### src/rtl/hyperbus_pkg.sv
// Shared types for the HyperBus read-return path.
//   rx_entry_t : one buffered read beat {error, last, data}
//   rx_state_t : read-return controller states
package hyperbus_pkg;

    localparam int unsigned PHY_DATA_W = 16;

    typedef struct packed {
        logic                  error;
        logic                  last;
        logic [PHY_DATA_W-1:0] data;
    } rx_entry_t;

    typedef enum logic [1:0] {
        IDLE      = 2'd0,
        READ      = 2'd1,
        DRAIN_ERR = 2'd2
    } rx_state_t;

endpackage

### src/rtl/hyperbus_rx_fifo.sv
// Small synchronous FIFO buffering read beats between the PHY and the front end.
// Ports:
//   clk_i, rst_ni : clock, asynchronous active-low reset
//   push_i/data_i : write an entry (accepted when not full, or when full and popping)
//   pop_i         : remove the head entry (ignored when empty)
//   data_o        : head entry (combinational read)
//   full_o/empty_o: occupancy flags
module hyperbus_rx_fifo
    import hyperbus_pkg::*;
#(
    parameter int unsigned DEPTH   = 8,
    parameter type         entry_t = rx_entry_t
) (
    input  logic   clk_i,
    input  logic   rst_ni,
    input  logic   push_i,
    input  entry_t data_i,
    input  logic   pop_i,
    output entry_t data_o,
    output logic   full_o,
    output logic   empty_o
);

    localparam int unsigned AW = $clog2(DEPTH);
    localparam int unsigned PW = AW + 1;

    // Pointers carry one wrap bit so full and empty are distinguishable.
    logic [PW-1:0] wptr_q, wptr_d;
    logic [PW-1:0] rptr_q, rptr_d;
    entry_t        mem_q [DEPTH];
    logic          do_push;
    logic          do_pop;

    assign empty_o = (wptr_q == rptr_q);
    assign full_o  = (wptr_q[AW] != rptr_q[AW]) && (wptr_q[AW-1:0] == rptr_q[AW-1:0]);

    // A pop frees the slot in the same cycle, so a full FIFO may still accept a push.
    assign do_pop  = pop_i & ~empty_o;
    assign do_push = push_i & (~full_o | do_pop);

    assign wptr_d = do_push ? wptr_q + PW'(1) : wptr_q;
    assign rptr_d = do_pop  ? rptr_q + PW'(1) : rptr_q;

    assign data_o = mem_q[rptr_q[AW-1:0]];

    // Pointer registers.
    always_ff @(posedge clk_i or negedge rst_ni) begin
        if (!rst_ni) begin
            wptr_q <= '0;
            rptr_q <= '0;
        end else begin
            wptr_q <= wptr_d;
            rptr_q <= rptr_d;
        end
    end

    // Storage; contents are qualified by the pointers, so no reset is needed.
    always_ff @(posedge clk_i) begin
        if (do_push) begin
            mem_q[wptr_q[AW-1:0]] <= data_i;
        end
    end

endmodule

### src/rtl/hyperbus_rx_burst_ctrl.sv
// Read-return stage between the HyperBus PHY and the AXI front end.
// Tracks the single outstanding transaction, buffers PHY read words and, on
// PHY error, buffer overflow or timeout, completes the burst with error beats
// so the front end always receives exactly the requested number of beats.
// Ports:
//   clk_i, rst_ni                     : clock, asynchronous active-low reset
//   trans_valid_i/trans_ready_o       : request from the front end (gated)
//   trans_write_i, trans_burst_i      : request direction and length in words (0 -> 1)
//   trans_valid_o/trans_ready_i       : request forwarded to the PHY
//   phy_data_i/phy_valid_i/phy_error_i: unstallable PHY read word stream
//   rx_data_o/rx_last_o/rx_error_o    : beat payload (FIFO head)
//   rx_valid_o/rx_ready_i             : beat handshake to the front end
//   busy_o                            : a read is outstanding or beats remain buffered
module hyperbus_rx_burst_ctrl
    import hyperbus_pkg::*;
#(
    parameter int unsigned BURST_WIDTH    = 12,
    parameter int unsigned FIFO_DEPTH     = 8,
    parameter int unsigned TIMEOUT_CYCLES = 1024
) (
    input  logic                   clk_i,
    input  logic                   rst_ni,
    input  logic                   trans_valid_i,
    output logic                   trans_ready_o,
    input  logic                   trans_write_i,
    input  logic [BURST_WIDTH-1:0] trans_burst_i,
    output logic                   trans_valid_o,
    input  logic                   trans_ready_i,
    input  logic [15:0]            phy_data_i,
    input  logic                   phy_valid_i,
    input  logic                   phy_error_i,
    output logic [15:0]            rx_data_o,
    output logic                   rx_last_o,
    output logic                   rx_error_o,
    output logic                   rx_valid_o,
    input  logic                   rx_ready_i,
    output logic                   busy_o
);

    localparam int unsigned TMO_W = $clog2(TIMEOUT_CYCLES);
    localparam logic [TMO_W-1:0] TMO_LAST = TMO_W'(TIMEOUT_CYCLES - 1);

    rx_state_t              state_q, state_d;
    logic [BURST_WIDTH-1:0] rem_q, rem_d;
    logic [TMO_W-1:0]       tmo_q, tmo_d;

    logic      fifo_push;
    rx_entry_t fifo_wdata;
    rx_entry_t fifo_head;
    logic      fifo_full;
    logic      fifo_empty;
    logic      fifo_pop;
    logic      can_push;
    logic      handshake;
    logic      rem_is_one;

    // Requests pass only when fully idle: no read tracked and no beats left.
    assign trans_valid_o = trans_valid_i & (state_q == IDLE) & fifo_empty;
    assign trans_ready_o = trans_ready_i & trans_valid_o;
    assign handshake     = trans_valid_o & trans_ready_i;

    assign fifo_pop   = ~fifo_empty & rx_ready_i;
    assign can_push   = ~fifo_full | fifo_pop;
    assign rem_is_one = (rem_q == BURST_WIDTH'(1));

    // Next-state, burst counter, timeout counter and FIFO write.
    always_comb begin
        state_d    = state_q;
        rem_d      = rem_q;
        tmo_d      = tmo_q;
        fifo_push  = 1'b0;
        fifo_wdata = '0;

        case (state_q)
            IDLE: begin
                if (handshake && !trans_write_i) begin
                    rem_d   = (trans_burst_i == '0) ? BURST_WIDTH'(1) : trans_burst_i;
                    tmo_d   = '0;
                    state_d = READ;
                end
            end

            READ: begin
                if (phy_valid_i) begin
                    tmo_d = '0;
                    if (can_push) begin
                        fifo_push        = 1'b1;
                        fifo_wdata.error = phy_error_i;
                        fifo_wdata.last  = rem_is_one;
                        fifo_wdata.data  = phy_data_i;
                        rem_d            = rem_q - BURST_WIDTH'(1);
                        if (rem_is_one) begin
                            state_d = IDLE;
                        end else if (phy_error_i) begin
                            state_d = DRAIN_ERR;
                        end
                    end else begin
                        // Overflow: word is lost, the rest of the burst becomes error beats.
                        state_d = DRAIN_ERR;
                    end
                end else if (tmo_q == TMO_LAST) begin
                    state_d = DRAIN_ERR;
                end else begin
                    tmo_d = tmo_q + TMO_W'(1);
                end
            end

            DRAIN_ERR: begin
                // Synthesise the outstanding beats; late PHY words are ignored.
                if (can_push) begin
                    fifo_push        = 1'b1;
                    fifo_wdata.error = 1'b1;
                    fifo_wdata.last  = rem_is_one;
                    fifo_wdata.data  = 16'h0000;
                    rem_d            = rem_q - BURST_WIDTH'(1);
                    if (rem_is_one) begin
                        state_d = IDLE;
                    end
                end
            end

            default: begin
                state_d = IDLE;
            end
        endcase
    end

    // State and counter registers.
    always_ff @(posedge clk_i or negedge rst_ni) begin
        if (!rst_ni) begin
            state_q <= IDLE;
            rem_q   <= '0;
            tmo_q   <= '0;
        end else begin
            state_q <= state_d;
            rem_q   <= rem_d;
            tmo_q   <= tmo_d;
        end
    end

    hyperbus_rx_fifo #(
        .DEPTH   (FIFO_DEPTH),
        .entry_t (rx_entry_t)
    ) u_fifo (
        .clk_i   (clk_i),
        .rst_ni  (rst_ni),
        .push_i  (fifo_push),
        .data_i  (fifo_wdata),
        .pop_i   (fifo_pop),
        .data_o  (fifo_head),
        .full_o  (fifo_full),
        .empty_o (fifo_empty)
    );

    // Head fields are forced to zero while nothing is buffered.
    assign rx_valid_o = ~fifo_empty;
    assign rx_data_o  = fifo_empty ? 16'h0000 : fifo_head.data;
    assign rx_last_o  = ~fifo_empty & fifo_head.last;
    assign rx_error_o = ~fifo_empty & fifo_head.error;
    assign busy_o     = (state_q != IDLE) | ~fifo_empty;

endmodule

### config.mk
export PLATFORM = sky130hd
export DESIGN_NAME = hyperbus_rx_burst_ctrl
export DESIGN_NICKNAME = d
export VERILOG_FILES = /design/src/rtl/hyperbus_pkg.sv /design/src/rtl/hyperbus_rx_fifo.sv /design/src/rtl/hyperbus_rx_burst_ctrl.sv
export SDC_FILE = /design/constraint.sdc
export NUM_CORES = 1
export LEC_CHECK = 0
export BUFFER_PORTS_ARGS = -buffer_cell sky130_fd_sc_hd__buf_4
export CAP_MARGIN = 20
export CORE_MARGIN = 8
export CORE_UTILIZATION = 50
export CTS_CLUSTER_SIZE = 30
export DETAILED_ROUTE_END_ITERATION = 16
export PLACE_DENSITY = 0.68
export SLEW_MARGIN = 20
export SYNTH_ARGS = -nofsm -noshare
export SYNTH_HDL_FRONTEND = slang
export SYNTH_SLANG_ARGS = --single-unit
### constraint.sdc
create_clock -name clk_i -period 4.3 [get_ports clk_i]
set_clock_uncertainty 0.2 [all_clocks]
set_input_delay 0.43 -clock clk_i [delete_from_list [all_inputs] [get_ports clk_i]]
set_output_delay 0.43 -clock clk_i [all_outputs]
set_load 0.02 [all_outputs]
==> summary.txt <==
STA
  – Unrepaired setup endpoints after global routing: no
  – Hold Slack: roughly 120 ps
  – Max Clk Rate: around 0.30 GHz
  – Tightest Pin Transition: around 800 ps
  – Slew margin rel.: between 40% and 50%
  – Final Setup Violations: 0
  – Setup TNS: 0 ps
  – Post-route setup slack: between 900 and 1000 ps
  – Final Hold Vio Count: 0
  – Tmin final: ~3300 ps
  – Fin. max-slew vios: 0
  – Period utilisation layout: between 70% and 80%

Cells and area
  – Commonest non-fill, non-tap cell in the layout: edfxtp_1
  – Syn-to-layout area delta: 17.69%
  – Fin util: between 50% and 60%
  – Most frequent cells in the layout: edfxtp_1, buf_4, nor2_1, mux4_2, dfrtp_1
  – Nets: around 620
  – N_diodes: 0
  – Layout cells sized above 1: around 27%
  – Fillcell total: roughly 1300

Synthesis
  – Post-synth EDFFs: roughly 140
  – Gate Count Post-Synth: 511
  – Net Count, Synth: 557
  – Ys async rst share: a little under a fifth
  – Syn_area_per_cell: roughly 15 µm²
  – Yosys cell types: 61
  – #FFs+latches synth: about 180
  – Sequential cell area fraction in the yosys report: around 65%
  – Yosys Warn Count: 0
  – Mapped Area: a little under 8000 µm²
  – Main synth FF type: edfxtp_1

Outcome
  – Status: finished, final reports clean

Routing
  – Routed length per instance: 21.08 µm
  – DRC: 0
  – Antenna-violating nets left: 0
  – Via Count: 4729
  – Router iterations before antenna repair: 4
  – DR vias/cell: slightly below 6
  – Post-Route WL: 17.01 mm
  – First DRT Iteration DRCs: between 400 and 500

Clock network
  – Worst-Skew Late Latency: between 400 and 500 ps
  – Clock Tree Buf Depth: 2
  – Total CTS buffers: 17
  – Clk root buf: clkbuf_16
  – Clock Sinks: 176
  – H-tree levels: 4
  – CTS tree: built
  – Clock slew at reported path FFs: ~70 ps
  – Post-CTS Resized: 0

Hold path
  – Hold_sp: trans_burst_i[2]
  – Worst Hold Depth: 3
  – WHS Endpoint: rem_q[2]
  – Tightest Hold Check Type: in2reg

Floorplanning
  – Die Height: approximately 140 µm
  – Initial core utilization: just over 50%
  – IO Count: 58
  – Die area: between 20000 and 25000 µm²
  – Core area: 15660 µm²
  – Die X: 141.5 µm
  – Row cnt: 46

GRT
  – First-pass GRT wire length: 27.01 mm
  – Total GRT Usage: between 15 and 20%
  – Largest net degree at the start of global routing: 40
  – Vias in the first global route: 4914
  – Number of antenna violations at the first check in global routing: 0
  – Total gr overflow: 0

Critical path
  – Worst Path Max Fanout: 25
  – R2R depth: 7
  – Reg2reg setup slack: roughly 1200 ps
  – CP Launch Type: flop
  – Worst R2R Start: state_q[0]
  – Worst setup path class: reg2out
  – Worst R2R End: u_fifo.mem_q[2][7]
  – Critical path endpoint category: output port
  – Critical path arrival: between 2000 and 3000 ps
  – Critical Path RT: around 3700 ps

Power and ir drop
  – Power per cell area: ~700 nW/µm²
  – Leakage: approximately 3.4 nW
  – Worst vdd ir: around 0.49 mV
  – Tot Pwr: roughly 0.0067 W

Run
  – Max-cap viol count: 0

Placed design
  – Port Buffer Count: between 50 and 60
  – Place WS: 1196 ps
  – Detailed Place HPWL: roughly 11 mm
  – GPL Wtd Cong: 0.8562
[how the worst max path moves through the flow]
stage	startpoint	end	slack, ps
floorplan	state_q[0]	u_fifo.mem_q[4][0]	310
global placement	u_fifo.rptr_q[0]	state_q[1]	1290
detailed placement	u_fifo.rptr_q[0]	state_q[0]	1200
CTS	u_fifo.rptr_q[0]	rx_data_o[8]	880
global route	u_fifo.rptr_q[0]	rx_data_o[4]	760
finish	u_fifo.rptr_q[0]	rx_data_o[4]	990
[metal layers]
metal / track usage (%) / up-vias / part of all wire [%]
met5: 0 / - / 0
met4: 5.766 / 0 / 1.4
met3: 4.570 / 20 / 4.8
met2: 30.29 / 157 / 51
met1: 22.19 / 2392 / 43
li1: - / 2160 / -
[synthesized netlist by cell type (2+ instances only)]
library cell	instances	area (µm²)
nor4b_1	2	17.52
a21boi_0	2	15.01
o32a_1	2	20.02
edfxtp_1	144	4324
buf_6	2	22.52
nor4_1	12	75.07
a211o_1	2	17.52
a211oi_1	2	15.01
o31ai_1	11	82.58
dfrtp_1	32	800.8
o21ai_1	5	25.02
nand2_1	21	78.83
and4_1	2	17.52
mux2i_1	18	180.2
and3_1	7	43.79
o21ai_0	5	25.02
mux2_2	2	22.52
o32ai_1	6	52.55
nor2_1	38	142.6
inv_1	13	48.80
xnor2_1	6	52.55
nor2b_1	2	12.51
o41ai_1	2	17.52
a21oi_1	12	60.06
mux4_2	36	810.8
xor2_1	2	17.52
and2_1	17	106.4
o211ai_1	4	30.03
nand2b_1	5	31.28
clkbuf_1	13	48.80
buf_1	5	18.77
nor3_1	15	75.07
xnor2_2	2	32.53
nand4_1	2	12.51
mux2_1	2	22.52
ha_1	10	125.1
a41oi_1	2	17.52
o2bb2ai_1	3	26.28
a31oi_1	5	31.28
buf_2	7	35.03
nand3_1	11	55.05
[flip-flops by register name, summed over array words and instances (netlist names)]
name           flops
tmo_q             10
u_fifo.wptr_q      4
u_fifo.mem_q     144
u_fifo.rptr_q      4
rem_q             12
state_q            2
[report_power, final]
group / switching (W) / internal, W / leakage [nW]
Combinational: 0.00156 / 0.00112 / 1.33
Clock: 0.000694 / 0.000940 / 0.305
Sequential: 0.000229 / 0.00213 / 1.75
Total: 0.00248 / 0.00419 / 3.38
[repair_timing]
| item | in CTS | in global routing |
|---|---|---|
| hold endpoints to repair | 32 | 0 |
| buffers inserted | 0 | 0 |
| hold buffers | 1 | 0 |
[stage by stage]
stage / cells / area, µm²
floorplan: 511 / 7874
global placement: 774 / 8627
detailed placement: 774 / 8627
CTS: 807 / 9266
global route: 807 / 9266
finish: 807 / 9266
[critical path, cell delays in order, from the launching register on]
cell,delay [ps]
dfrtp_2,690
buf_4,530
mux4_2,570
mux2i_1,160
nor2_1,90
buf_4,180
[cell type report]
class / instances / area (µm²) / share of cell area, %
clock buffer: 18 / 429.2 / 4.631
sequential: 176 / 5126 / 55.32
timing repair buffer: 75 / 565.5 / 6.103
inverter: 14 / 52.55 / 0.5671
multi-input combinational: 294 / 2623 / 28.30
tap: 216 / 270.3 / 2.917
clock inverter: 14 / 200.2 / 2.160
[logic make-up after synthesis]
group                      after synthesis  share of synthesized area, %
AOI/OAI and AO/OA                       75                         7.342
xor gates and xnor gates                10                         1.303
adders and majority gates               10                         1.589
buffers and inverters                   41                         2.256
DFF                                    176                         65.09
muxes                                   58                         13.16
and+or+nand+nor                        141                         9.264
Power figures use the tool's default switching activity.
